$ cat src/rtl/sram_arb_pkg.sv
// Shared types for the SRAM arbiter: sequencer states, grant encoding, default width.
// Under SRAM_WAIT_EN the sequencer gains the S_RD_WAIT state.
package sram_arb_pkg;

  localparam int SRAM_AW_DEFAULT = 20;

  typedef enum logic {
    GNT_IF  = 1'b0,
    GNT_MEM = 1'b1
  } gnt_e;

  typedef enum logic [2:0] {
    S_IDLE,
    S_RD,
    S_WR_SETUP,
    S_WR_PULSE,
    S_WR_HOLD,
    S_DONE
`ifdef SRAM_WAIT_EN
    , S_RD_WAIT
`endif
  } seq_state_e;

endpackage

$ cat src/rtl/sram_seq.sv
// Strobe sequencer for one asynchronous SRAM access; latches the command at start.
// SRAM_WAIT_EN adds a read wait state and stretches the write pulse to two cycles.
module sram_seq
  import sram_arb_pkg::*;
#(
  parameter int SRAM_AW = SRAM_AW_DEFAULT
) (
  input  logic               clk,
  input  logic               rst,
  input  logic               start,
  input  logic [SRAM_AW-1:0] cmd_addr,
  input  logic               cmd_we,
  input  logic [3:0]         cmd_be,
  input  logic [31:0]        cmd_wdata,
  output logic               idle,
  output logic               done,
  output logic [31:0]        rdata,
  output logic [SRAM_AW-1:0] sram_addr,
  output logic [31:0]        sram_dq_o,
  output logic               sram_dq_oe,
  input  logic [31:0]        sram_dq_i,
  output logic               sram_ce_n,
  output logic               sram_oe_n,
  output logic               sram_we_n,
  output logic [3:0]         sram_be_n
);

  seq_state_e state;
`ifdef SRAM_WAIT_EN
  logic pulse_2nd;
`endif

  assign idle = (state == S_IDLE);

  // Every pin is driven from a flop so the SRAM never sees combinational glitches.
  always_ff @(posedge clk or posedge rst) begin
    if (rst) begin
      state      <= S_IDLE;
      done       <= 1'b0;
      rdata      <= '0;
      sram_addr  <= '0;
      sram_ce_n  <= 1'b1;
      sram_oe_n  <= 1'b1;
      sram_we_n  <= 1'b1;
      sram_be_n  <= 4'hF;
      sram_dq_oe <= 1'b0;
`ifdef SRAM_WAIT_EN
      pulse_2nd  <= 1'b0;
`endif
    end else begin
      done <= 1'b0;
      case (state)
        S_IDLE: begin
          if (start) begin
            sram_addr <= cmd_addr;
            sram_ce_n <= 1'b0;
            if (cmd_we) begin
              sram_be_n  <= ~cmd_be;
              sram_dq_oe <= 1'b1;
              state      <= S_WR_SETUP;
            end else begin
              sram_be_n <= 4'h0;
              sram_oe_n <= 1'b0;
              state     <= S_RD;
            end
          end
        end
        S_RD: begin
`ifdef SRAM_WAIT_EN
          state <= S_RD_WAIT;
        end
        S_RD_WAIT: begin
`endif
          rdata     <= sram_dq_i;
          sram_ce_n <= 1'b1;
          sram_oe_n <= 1'b1;
          sram_be_n <= 4'hF;
          done      <= 1'b1;
          state     <= S_DONE;
        end
        S_WR_SETUP: begin
          sram_we_n <= 1'b0;
          state     <= S_WR_PULSE;
        end
        S_WR_PULSE: begin
`ifdef SRAM_WAIT_EN
          pulse_2nd <= ~pulse_2nd;
          if (pulse_2nd) begin
`else
          begin
`endif
            sram_we_n <= 1'b1;
            state     <= S_WR_HOLD;
          end
        end
        S_WR_HOLD: begin
          sram_ce_n  <= 1'b1;
          sram_be_n  <= 4'hF;
          sram_dq_oe <= 1'b0;
          done       <= 1'b1;
          state      <= S_DONE;
        end
        S_DONE:  state <= S_IDLE;
        default: state <= S_IDLE;
      endcase
    end
  end

  // Write data is pure datapath; it is only observed while sram_dq_oe is high.
  always_ff @(posedge clk) begin
    if (start && state == S_IDLE) sram_dq_o <= cmd_wdata;
  end

endmodule

$ cat src/rtl/sram_arbiter.sv
// Shares one asynchronous 32-bit SRAM between the instruction-fetch and data ports.
// Define SRAM_WAIT_EN for slow parts: one extra read cycle and a two-cycle write pulse.
module sram_arbiter
  import sram_arb_pkg::*;
#(
  parameter int SRAM_AW = SRAM_AW_DEFAULT
) (
  input  logic               clk,
  input  logic               rst,
  input  logic               if_req,
  input  logic [31:0]        if_addr,
  output logic [31:0]        if_rdata,
  output logic               if_ack,
  input  logic               mem_req,
  input  logic               mem_we,
  input  logic [3:0]         mem_be,
  input  logic [31:0]        mem_addr,
  input  logic [31:0]        mem_wdata,
  output logic [31:0]        mem_rdata,
  output logic               mem_ack,
  output logic               stall,
  output logic [SRAM_AW-1:0] sram_addr,
  output logic [31:0]        sram_dq_o,
  output logic               sram_dq_oe,
  input  logic [31:0]        sram_dq_i,
  output logic               sram_ce_n,
  output logic               sram_oe_n,
  output logic               sram_we_n,
  output logic [3:0]         sram_be_n
);

  gnt_e               gnt;
  logic               gnt_we;
  logic               pick_mem;
  logic               start;
  logic               seq_idle;
  logic               seq_done;
  logic [31:0]        seq_rdata;
  logic [31:0]        if_hold;
  logic [31:0]        mem_hold;
  logic [SRAM_AW-1:0] cmd_addr;
  logic               unused_addr_bits;

  assign unused_addr_bits = ^{if_addr[31:SRAM_AW+2], if_addr[1:0],
                              mem_addr[31:SRAM_AW+2], mem_addr[1:0]};

  // gnt doubles as the last-grant flag: a pending fetch beats data right after a data grant.
  assign pick_mem = mem_req & ~(if_req & (gnt == GNT_MEM));
  assign start    = seq_idle & (if_req | mem_req);
  assign cmd_addr = pick_mem ? mem_addr[SRAM_AW+1:2] : if_addr[SRAM_AW+1:2];

  always_ff @(posedge clk or posedge rst) begin
    if (rst) begin
      gnt      <= GNT_IF;
      gnt_we   <= 1'b0;
      if_hold  <= '0;
      mem_hold <= '0;
    end else begin
      if (start) begin
        gnt    <= pick_mem ? GNT_MEM : GNT_IF;
        gnt_we <= pick_mem & mem_we;
      end
      if (if_ack)            if_hold  <= seq_rdata;
      if (mem_ack & ~gnt_we) mem_hold <= seq_rdata;
    end
  end

  assign if_ack    = seq_done & (gnt == GNT_IF);
  assign mem_ack   = seq_done & (gnt == GNT_MEM);
  assign if_rdata  = if_ack ? seq_rdata : if_hold;
  assign mem_rdata = (mem_ack & ~gnt_we) ? seq_rdata : mem_hold;
  assign stall     = (if_req & ~if_ack) | (mem_req & ~mem_ack);

  sram_seq #(
    .SRAM_AW (SRAM_AW)
  ) u_seq (
    .clk        (clk),
    .rst        (rst),
    .start      (start),
    .cmd_addr   (cmd_addr),
    .cmd_we     (pick_mem & mem_we),
    .cmd_be     (mem_be),
    .cmd_wdata  (mem_wdata),
    .idle       (seq_idle),
    .done       (seq_done),
    .rdata      (seq_rdata),
    .sram_addr  (sram_addr),
    .sram_dq_o  (sram_dq_o),
    .sram_dq_oe (sram_dq_oe),
    .sram_dq_i  (sram_dq_i),
    .sram_ce_n  (sram_ce_n),
    .sram_oe_n  (sram_oe_n),
    .sram_we_n  (sram_we_n),
    .sram_be_n  (sram_be_n)
  );

endmodule

$ cat config.mk
export PLATFORM = sky130hd
export DESIGN_NAME = sram_arbiter
export DESIGN_NICKNAME = d
export VERILOG_FILES = /design/src/rtl/sram_arb_pkg.sv /design/src/rtl/sram_seq.sv /design/src/rtl/sram_arbiter.sv
export SDC_FILE = /design/constraint.sdc
export NUM_CORES = 1
export LEC_CHECK = 0
export CAP_MARGIN = 20
export CORE_ASPECT_RATIO = 0.9
export CORE_MARGIN = 2
export CORE_UTILIZATION = 39
export DETAILED_ROUTE_END_ITERATION = 10
export GPL_ROUTABILITY_DRIVEN = 0
export PLACE_DENSITY_LB_ADDON = 0.05
export SYNTH_ARGS = -nofsm -noshare
export SYNTH_HDL_FRONTEND = slang
export SYNTH_HIERARCHICAL = 1
export SYNTH_SLANG_ARGS = --single-unit
$ cat constraint.sdc
create_clock -name clk -period 1.88 [get_ports clk]
set_input_delay 0.376 -clock clk [delete_from_list [all_inputs] [get_ports clk]]
set_output_delay 0.376 -clock clk [all_outputs]
set_load 0.01 [all_outputs]
==> impl_metrics.ini, run 1 <==
[run_status]
status = finished with violations
violations = DRC, setup timing

[pwr]
max-vdd-ir-drop_mv = 0.7859
total_leakage_power_uw = 0.004695
power_density_nw_per_um2 = 1823

[clock_tree]
cts_tree = done
hold_buffers = 0
cts.htree.levels = 4
cts_made_buffers = 17
clockRootBuffer = clkbuf_16
path_clk_slew_ps = 60
clock_sinks = 162
worstSkewPairLatency_ps = 410
clockBufferDepth = 2

[floorplan]
fp.dieW_um = 140.0
die_h_um = 126.4
rows = 44
dieArea_um2 = 17710
io_pins = 264
coreArea_um2 = 16240
start_util = 0.4000

[drt]
wire_per_inst_um = 18.00
dr.pass1.iters = 7
drtIter0Drc = 136
final_antenna_net_count = 0
vias = 4235
vias_per_cell = 4.700
wl_mm = 16.22
drc_errors = 12

[setup_path]
worstSetupEndpointType = output pin
cp.required_ps = 1500
arrival_ps = 1780
start_kind = flip-flop
path_max_fanout = 6
crit_type = reg2out
rr_worst_depth = 6

[timing]
fmax_mhz = 464.9
finalSetupViolations = 66
fin_setup_tns_ps = -14860
hold_violations = 0
worst_pin_slew_ps = 321.0
fin_crit_ps = 2151
hold_ws_ps = 444.4
relSlewSlack = 0.7860
clock_skew_ps = 8.616
period_share = 1.144
rsz0062_at_grt = true
drv_slew = 0
setup_ws_ps = -271.0

[global_route]
grt_pass1_vias = 4528
grt_max_degree = 47
antenna_found_initial = 0
overflow = 0
track_usage = 0.1866
grt_pass1_wl_mm = 25.40

[synthesis]
syn_inst = 367
syn_nets = 504
yosysUniqueCellTypes = 35
ys_seq_area_frac = 0.6500
syn-cell-area_um2 = 6496
ys_warn_count = 6
ys_seq_elements = 162
avgSynthCellArea_um2 = 17.70

[final_layout]
layoutNonFillerInstCount = 901
antenna_cells_inserted = 0
synthToLayoutAreaGrowth_pct = 63.17
fin_nets = 818
fin_util = 0.6527
multi_input_area_um2 = 2203
fill_cells = 1189
drive_gt1_frac = 0.4712
seq_area_um2 = 4224

[placed_design]
place_hpwl_mm = 10.97
numPortBuffers = 239
dp_slack_ps = -217.7
dp_cells = 833

[worst_hold_path]
hold_path.class = in2async

[run]
max_cap_violations = 0
## layout make-up
| type | instances | area share |
|---|---|---|
| multi-input cells | 182 | 0.2079 |
| clock buffers | 22 | 0.04615 |
| well taps | 207 | 0.02443 |
| repair buffers | 314 | 0.3071 |
| flip-flops and latches | 162 | 0.3985 |
| clock inverters | 10 | 0.01381 |
| inverters | 4 | 0.002125 |
## cell usage after synthesis (all sizes together)
cell	number	area share
a211oi	1	0.0012
a21boi	1	0.0012
a21o	1	0.0012
a21oi	6	0.0046
a2bb2oi	4	0.0054
a31oi	2	0.0019
and2	2	0.0023
buf	19	0.033
dfrtp	123	0.47
dfstp	7	0.028
edfxtp	32	0.15
inv	4	0.0023
maj3	1	0.0015
mux2	138	0.26
mux2i	1	0.0015
nand2	1	0.00058
nand2b	8	0.0089
nand3b	1	0.0017
nand4	1	0.00096
nand4b	2	0.0027
nor2	3	0.0017
nor2b	1	0.00096
nor3	3	0.0040
nor3b	1	0.0029
o22ai	1	0.00096
or2b	1	0.0012
or3b	1	0.0013
xnor2	1	0.0013
## flip-flops by register name (all words and copies together), names as in the netlist
name,flops
u_seq/sram_dq_o,32
if_hold,32
u_seq/state,3
u_seq/sram_oe_n,1
u_seq/rdata,32
gnt_we,1
u_seq/sram_be_n,4
mem_hold,32
u_seq/sram_we_n,1
u_seq/done,1
u_seq/sram_ce_n,1
gnt,1
u_seq/sram_dq_oe,1
u_seq/sram_addr,20
## power breakdown
| group | total (µW) | leakage, µW | switching [µW] | internal, µW |
|---|---|---|---|---|
| Sequential | 5840 | 0.00181 | 699 | 5140 |
| Combinational | 9820 | 0.00257 | 3600 | 6220 |
| Clock | 3660 | 0.000310 | 1390 | 2270 |
| Total | 19300 | 0.00469 | 5690 | 13600 |
## per-layer routing
metal / global-route usage / wire length, µm / part of all wire / vias to the layer above
met2: 0.3092 / 8057 / 0.50 / 136
li1: - / - / - / 1945
met1: 0.2286 / 6680 / 0.41 / 2136
met4: 0.05407 / 255 / 0.016 / 0
met5: 0 / 0 / 0 / -
met3: 0.07286 / 1222 / 0.075 / 18
## cells in the final DEF (no fill, tap or decap), types with 2 or more instances in the layout
cell / Yosys / final
a21oi_1: 6 / 6
a2bb2oi_1: 4 / 4
a31oi_1: 2 / 2
buf_12: 3 / 16
buf_2: 0 / 8
buf_4: 7 / 44
buf_6: 9 / 68
buf_8: 0 / 3
bufinv_16: 0 / 3
clkbuf_16: 0 / 18
clkbuf_8: 0 / 2
clkdlybuf4s50_1: 0 / 165
clkinv_4: 0 / 3
clkinvlp_4: 0 / 3
dfrtp_1: 123 / 122
dfstp_2: 7 / 7
dlygate4sd2_1: 0 / 8
edfxtp_1: 32 / 32
inv_1: 4 / 2
inv_6: 0 / 2
mux2_2: 93 / 58
mux2_4: 44 / 79
nand2b_1: 7 / 7
nand4b_1: 2 / 2
nor2_1: 3 / 3
nor3_1: 2 / 2
## cells by family after synthesis
group                      share of synthesized area
muxes                                         0.2662
buffers and inverters                        0.03525
DFF                                           0.6500
AOI/OAI and AO/OA                            0.01637
and+or+nand+nor                              0.02928
adders and majority gates                   0.001541
xor gates and xnor gates                    0.001348
## critical path, cell delays in order, from the launching register on
cell and delay (ps):
dfrtp_1 420, nand2b_4 230, buf_12 160, buf_8 120
mux2_4 310, buf_6 130
## stage by stage
step	cell area, µm²	total power, µW
finish	10600	19320
global route	10600	20340
CTS	10610	19520
detailed placement	9420	14240
global placement	9420	14070
floorplan	6519	10130
## final timing paths
path                             start            endpoint  slack, ps
max                                gnt        if_rdata[12]       -270
min                                rst     u_seq/rdata[23]        440
min in group clk           if_hold[22]         if_hold[22]        490
min reg2reg                if_hold[22]         if_hold[22]        490
max in group asynchronous          rst     u_seq/sram_oe_n       1120
max reg2reg                        gnt  u_seq/sram_addr[1]         90
## what timing repair did
item,4_1_cts,5_1_grt
setup endpoints to repair,74,67
gates cloned,5,0
gates resized for setup,384,12
pin swaps,1,2
setup buffers,30,9
Note: power is estimated with default switching activity, not from simulation.
==> run 2, diff against run 1 <==
Settings changed: CORE_UTILIZATION 39 to 57, DONT_BUFFER_PORTS set to 1.
==> impl_metrics.ini, run 2 (same netlist as run 1, synthesis figures left out) <==
[run_status]
status = finished with violations
violations = setup timing

[clock_tree]
clockRootBuffer = clkbuf_16
cts_made_buffers = 17
path_clk_slew_ps = 60
cts.htree.levels = 4
clock_sinks = 162
worstSkewPairLatency_ps = 420
cts_tree = done
clockBufferDepth = 2

[final_layout]
layout_commonest_cell = dfrtp_1
final_cell_mix = dfrtp_1, mux2_4, mux2_2
fin_nets = 534
antenna_cells_inserted = 0
fin_util = 0.6883
synthToLayoutAreaGrowth_pct = 15.97
postLayoutCellArea_um2 = 7533
drive_gt1_frac = 0.5195
fill_cells = 731

[timing]
rsz0062_at_grt = true
clock_skew_ps = 8.585
relSlewSlack = 0.6426
setup_ws_ps = -101.1
drv_slew = 0
hold_ws_ps = 50.05
period_share = 1.054
hold_violations = 0
worst_pin_slew_ps = 534.9
fin_crit_ps = 1981
finalSetupViolations = 64
fmax_mhz = 504.8

[drt]
final_antenna_net_count = 0
wire_per_inst_um = 22.64
dr.pass1.iters = 6
vias_per_cell = 5.585
wl_mm = 12.72
vias = 3139
drtIter0Drc = 176
drc_errors = 0

[placed_design]
dp_slack_ps = 164.7
numPortBuffers = 0
place_hpwl_mm = 8.473
dpl_cell_area_um2 = 6704

[floorplan]
start_util = 0.5935
rows = 36
fp.dieW_um = 116.5
io_pins = 264
die_h_um = 105.3
coreArea_um2 = 10950
dieArea_um2 = 12270

[global_route]
overflow = 0
antenna_found_initial = 0
grt_pass1_vias = 3275
grt_pass1_wl_mm = 18.98
grt_max_degree = 48
track_usage = 0.2098

[pwr]
max-vdd-ir-drop_mv = 1.524
power_density_nw_per_um2 = 1990
total_leakage_power_uw = 0.003291
power.total_uw = 14990

[setup_path]
worstSetupEndpointType = output pin
crit_type = reg2out
cp.required_ps = 1500
start_kind = flip-flop
path_max_fanout = 11
arrival_ps = 1610

[worst_hold_path]
hold_path.class = in2reg

[run]
max_cap_violations = 0
-- run 2: changes by cell type in the layout (fill, tap and decap cells not counted), moves of 8 or more --
cell             change
buf_12              -10
buf_6               -65
buf_4               -27
dlygate4sd2_1        -8
buf_2                -8
clkdlybuf4s50_1    -165
-- run 2: where the power goes --
group | internal, µW | switching (µW) | total (µW)
registers | 5150 | 953 | 6110
clock network | 1940 | 1330 | 3270
logic | 3060 | 2550 | 5610
total | 10100 | 4840 | 15000
-- run 2: path summary, 6_finish.rpt --
check | to | start | cells past startpoint | slack [ps]
setup / recovery | mem_rdata[21] | u_seq/done | 3 | -100
hold / removal | u_seq/sram_dq_o[29] | mem_wdata[29] | 0 | 50
setup reg to reg | u_seq/sram_addr[0] | u_seq/state[1] | 5 | 160
hold reg to reg | if_hold[9] | if_hold[9] | 1 | 520
max in group asynchronous | gnt | rst | 3 | 740
min in group asynchronous | mem_hold[28] | rst | 2 | 540
-- run 2: metal layers --
metal | vias to the layer above | global-route usage | routed length (µm)
li1 | 1387 | - | -
met1 | 1595 | 0.2765 | 5250
met2 | 139 | 0.3131 | 6200
met3 | 18 | 0.09316 | 1069
met4 | 0 | 0.06807 | 204
met5 | - | 0 | 0
-- run 2: final cells by class --
cell class	instances	area [µm²]	area share
Clock buffer	17	425.4	0.05647
Clock inverter	15	140.1	0.01860
Inverter	4	22.52	0.002990
Multi-Input combinational cell	183	2186	0.2902
Sequential cell	162	4225	0.5609
Tap cell	152	190.2	0.02524
Timing Repair Buffer	29	344.1	0.04567
-- run 2: metrics by stage --
stage                     TNS, ps  instances
final                       -4801        562
after detailed placement        0        520
after CTS                   -5973        559
after floorplan            -71.40        367
after global placement          0        520
after global routing        -8375        562
-- run 2: critical path, cell delays in order (launching register included) --
cell      delay [ps]
dfrtp_2          460
nand3b_4         170
buf_12           170
mux2_2           390
-- run 2: timing repair --
action                                  in CTS  in global routing
hold buffers                                 1                  0
pin swaps                                    0                  1
gates resized for setup                     26                 14
endpoints found under the hold margin       79                  0
gates cloned                                 1                  2
setup buffers                                5                  1
endpoints found under the setup margin      64                 63
==> run 3, diff against run 2 <==
Settings changed: CORE_MARGIN 2 to 1.5.
Clock period 1.88 ns to 1.6 ns, I/O delays scaled along.
==> impl_metrics.ini, run 3 (same netlist as run 1, synthesis figures left out) <==
[floorplan]
io_pins = 264
start_util = 0.5935
dieArea_um2 = 12050
fp.dieW_um = 115.5
coreArea_um2 = 10950
die_h_um = 104.3
rows = 36

[timing]
hold_violations = 0
finalSetupViolations = 117
fmax_mhz = 523.3
period_share = 1.194
fin_crit_ps = 1911
rsz0062_at_grt = true
relSlewSlack = 0.7498
setup_ws_ps = -310.9
drv_slew = 0
worst_pin_slew_ps = 375.3
clock_skew_ps = 7.977

[drt]
wire_per_inst_um = 23.00
vias = 3440
drtIter0Drc = 179
dr.pass1.iters = 4
drc_errors = 0
final_antenna_net_count = 0
wl_mm = 14.22
vias_per_cell = 5.566

[worst_hold_path]
hp-start = sram_dq_i[3]
hold_depth = 1
hold_path.class = in2reg
hold_path_end = u_seq/rdata[3]

[final_layout]
fill_cells = 642
multi_input_area_um2 = 2282
fin_util = 0.7652
layoutNonFillerInstCount = 618
final_cell_mix = dfrtp_1, mux2_4, mux2_2
seq_area_um2 = 4224
fin_nets = 590
antenna_cells_inserted = 0
drive_gt1_frac = 0.5258
synthToLayoutAreaGrowth_pct = 28.93
layout_commonest_cell = dfrtp_1

[setup_path]
r2r_end = u_seq/sram_addr[15]
arrival_ps = 1590
crit_type = reg2out
worstSetupEndpointType = output pin
cp.required_ps = 1280
path_max_fanout = 7
ff2ff_setup_slack_ps = -120
reg2reg_from = gnt
rr_worst_depth = 6
start_kind = flip-flop

[clock_tree]
cts_tree = done
worstSkewPairLatency_ps = 410
cts_made_buffers = 17
clock_sinks = 162
clockBufferDepth = 2
clockRootBuffer = clkbuf_16
path_clk_slew_ps = 60
cts.htree.levels = 4

[global_route]
overflow = 0
grt_pass1_wl_mm = 20.94
grt_pass1_vias = 3678
track_usage = 0.2342
grt_max_degree = 67
antenna_found_initial = 0

[pwr]
p_clk_frac = 0.205
max-vdd-ir-drop_mv = 1.354
p_sw_frac = 0.3216
total_leakage_power_uw = 0.003712
seqPwrFrac = 0.383
pwr-share-comb = 0.412
power_density_nw_per_um2 = 2247
p_switching_uw = 6052
p_int_uw = 12770

[placed_design]
place_hpwl_mm = 8.060
dp_cells = 527
numPortBuffers = 0

[run_status]
status = finished with violations
violations = setup timing

[run]
max_cap_violations = 0
[run 3: changes by cell type in the layout (fill, tap and decap cells not counted), moves of 8 or more]
cell / delta
buf_6: +8
dlygate4sd3_1: +33
mux2_4: +15
mux2_2: -15
buf_12: +8
[run 3: critical path: stages (launching register included)]
cell and delay [ps]:
dfrtp_1 370, nand3b_4 190, buf_6 150, buf_16 140, mux2_4 320
[run 3: per-stage QoR]
step / total power [µW] / setup slack (ps) / TNS (ps) / cell area (µm²) / hold slack (ps)
final: 18820 / -310.9 / -20980 / 8376 / 54.68
after global routing: 19730 / -379.6 / -28760 / 8376 / 33.30
after CTS: 18390 / -330.6 / -21940 / 8098 / 22.49
after detailed placement: 13290 / -32.49 / -149.5 / 6832 / 316.3
after global placement: 13110 / -14.19 / -59.44 / 6832 / 312.8
after floorplan: 11900 / -294.3 / -10250 / 6519 / 418.9
[run 3: what timing repair did]
action | CTS | global route
hold buffers | 34 | 0
cloned | 4 | 4
buffers inserted | 7 | 10
pin swaps | 2 | 2
setup endpoints to repair | 85 | 145
endpoints found under the hold margin | 156 | 0
resized for setup | 52 | 27
[run 3: worst max-delay path by stage]
stage | to | start | slack [ps] | depth (start not counted)
global route | mem_rdata[24] | gnt_we | -380 | 4
detailed placement | u_seq/sram_addr[15] | u_seq/state[1] | -30 | 5
CTS | mem_rdata[27] | gnt_we | -330 | 4
floorplan | u_seq/sram_addr[0] | u_seq/state[1] | -290 | 7
global placement | u_seq/sram_addr[17] | u_seq/state[1] | -10 | 5
finish | mem_rdata[23] | gnt_we | -310 | 4
[run 3: power groups by stage]
stage          logic (µW)  registers (µW)  clock network, µW
6_report             7750            7210               3860
3_5_place_dp         6100            7180                  0
3_3_place_gp         6020            7100                  0
2_1_floorplan        5050            6850                  0
4_1_cts              7290            7170               3930
5_1_grt              8200            7410               4120
[run 3: cell type report]
cell class,count,share of cell area
timing repair buffer,86,0.1298
clock buffer,18,0.05124
clock inverter,14,0.01643
multi-input combinational,182,0.2725
inverter,4,0.002988
tap,152,0.02271
sequential,162,0.5043
[run 3: layer usage]
metal | global-route usage | vias up | wire (µm)
li1 | - | 1493 | -
met1 | 0.2925 | 1766 | 5585
met2 | 0.3643 | 158 | 7169
met3 | 0.09790 | 23 | 1199
met4 | 0.08642 | 0 | 263
met5 | 0 | - | 0
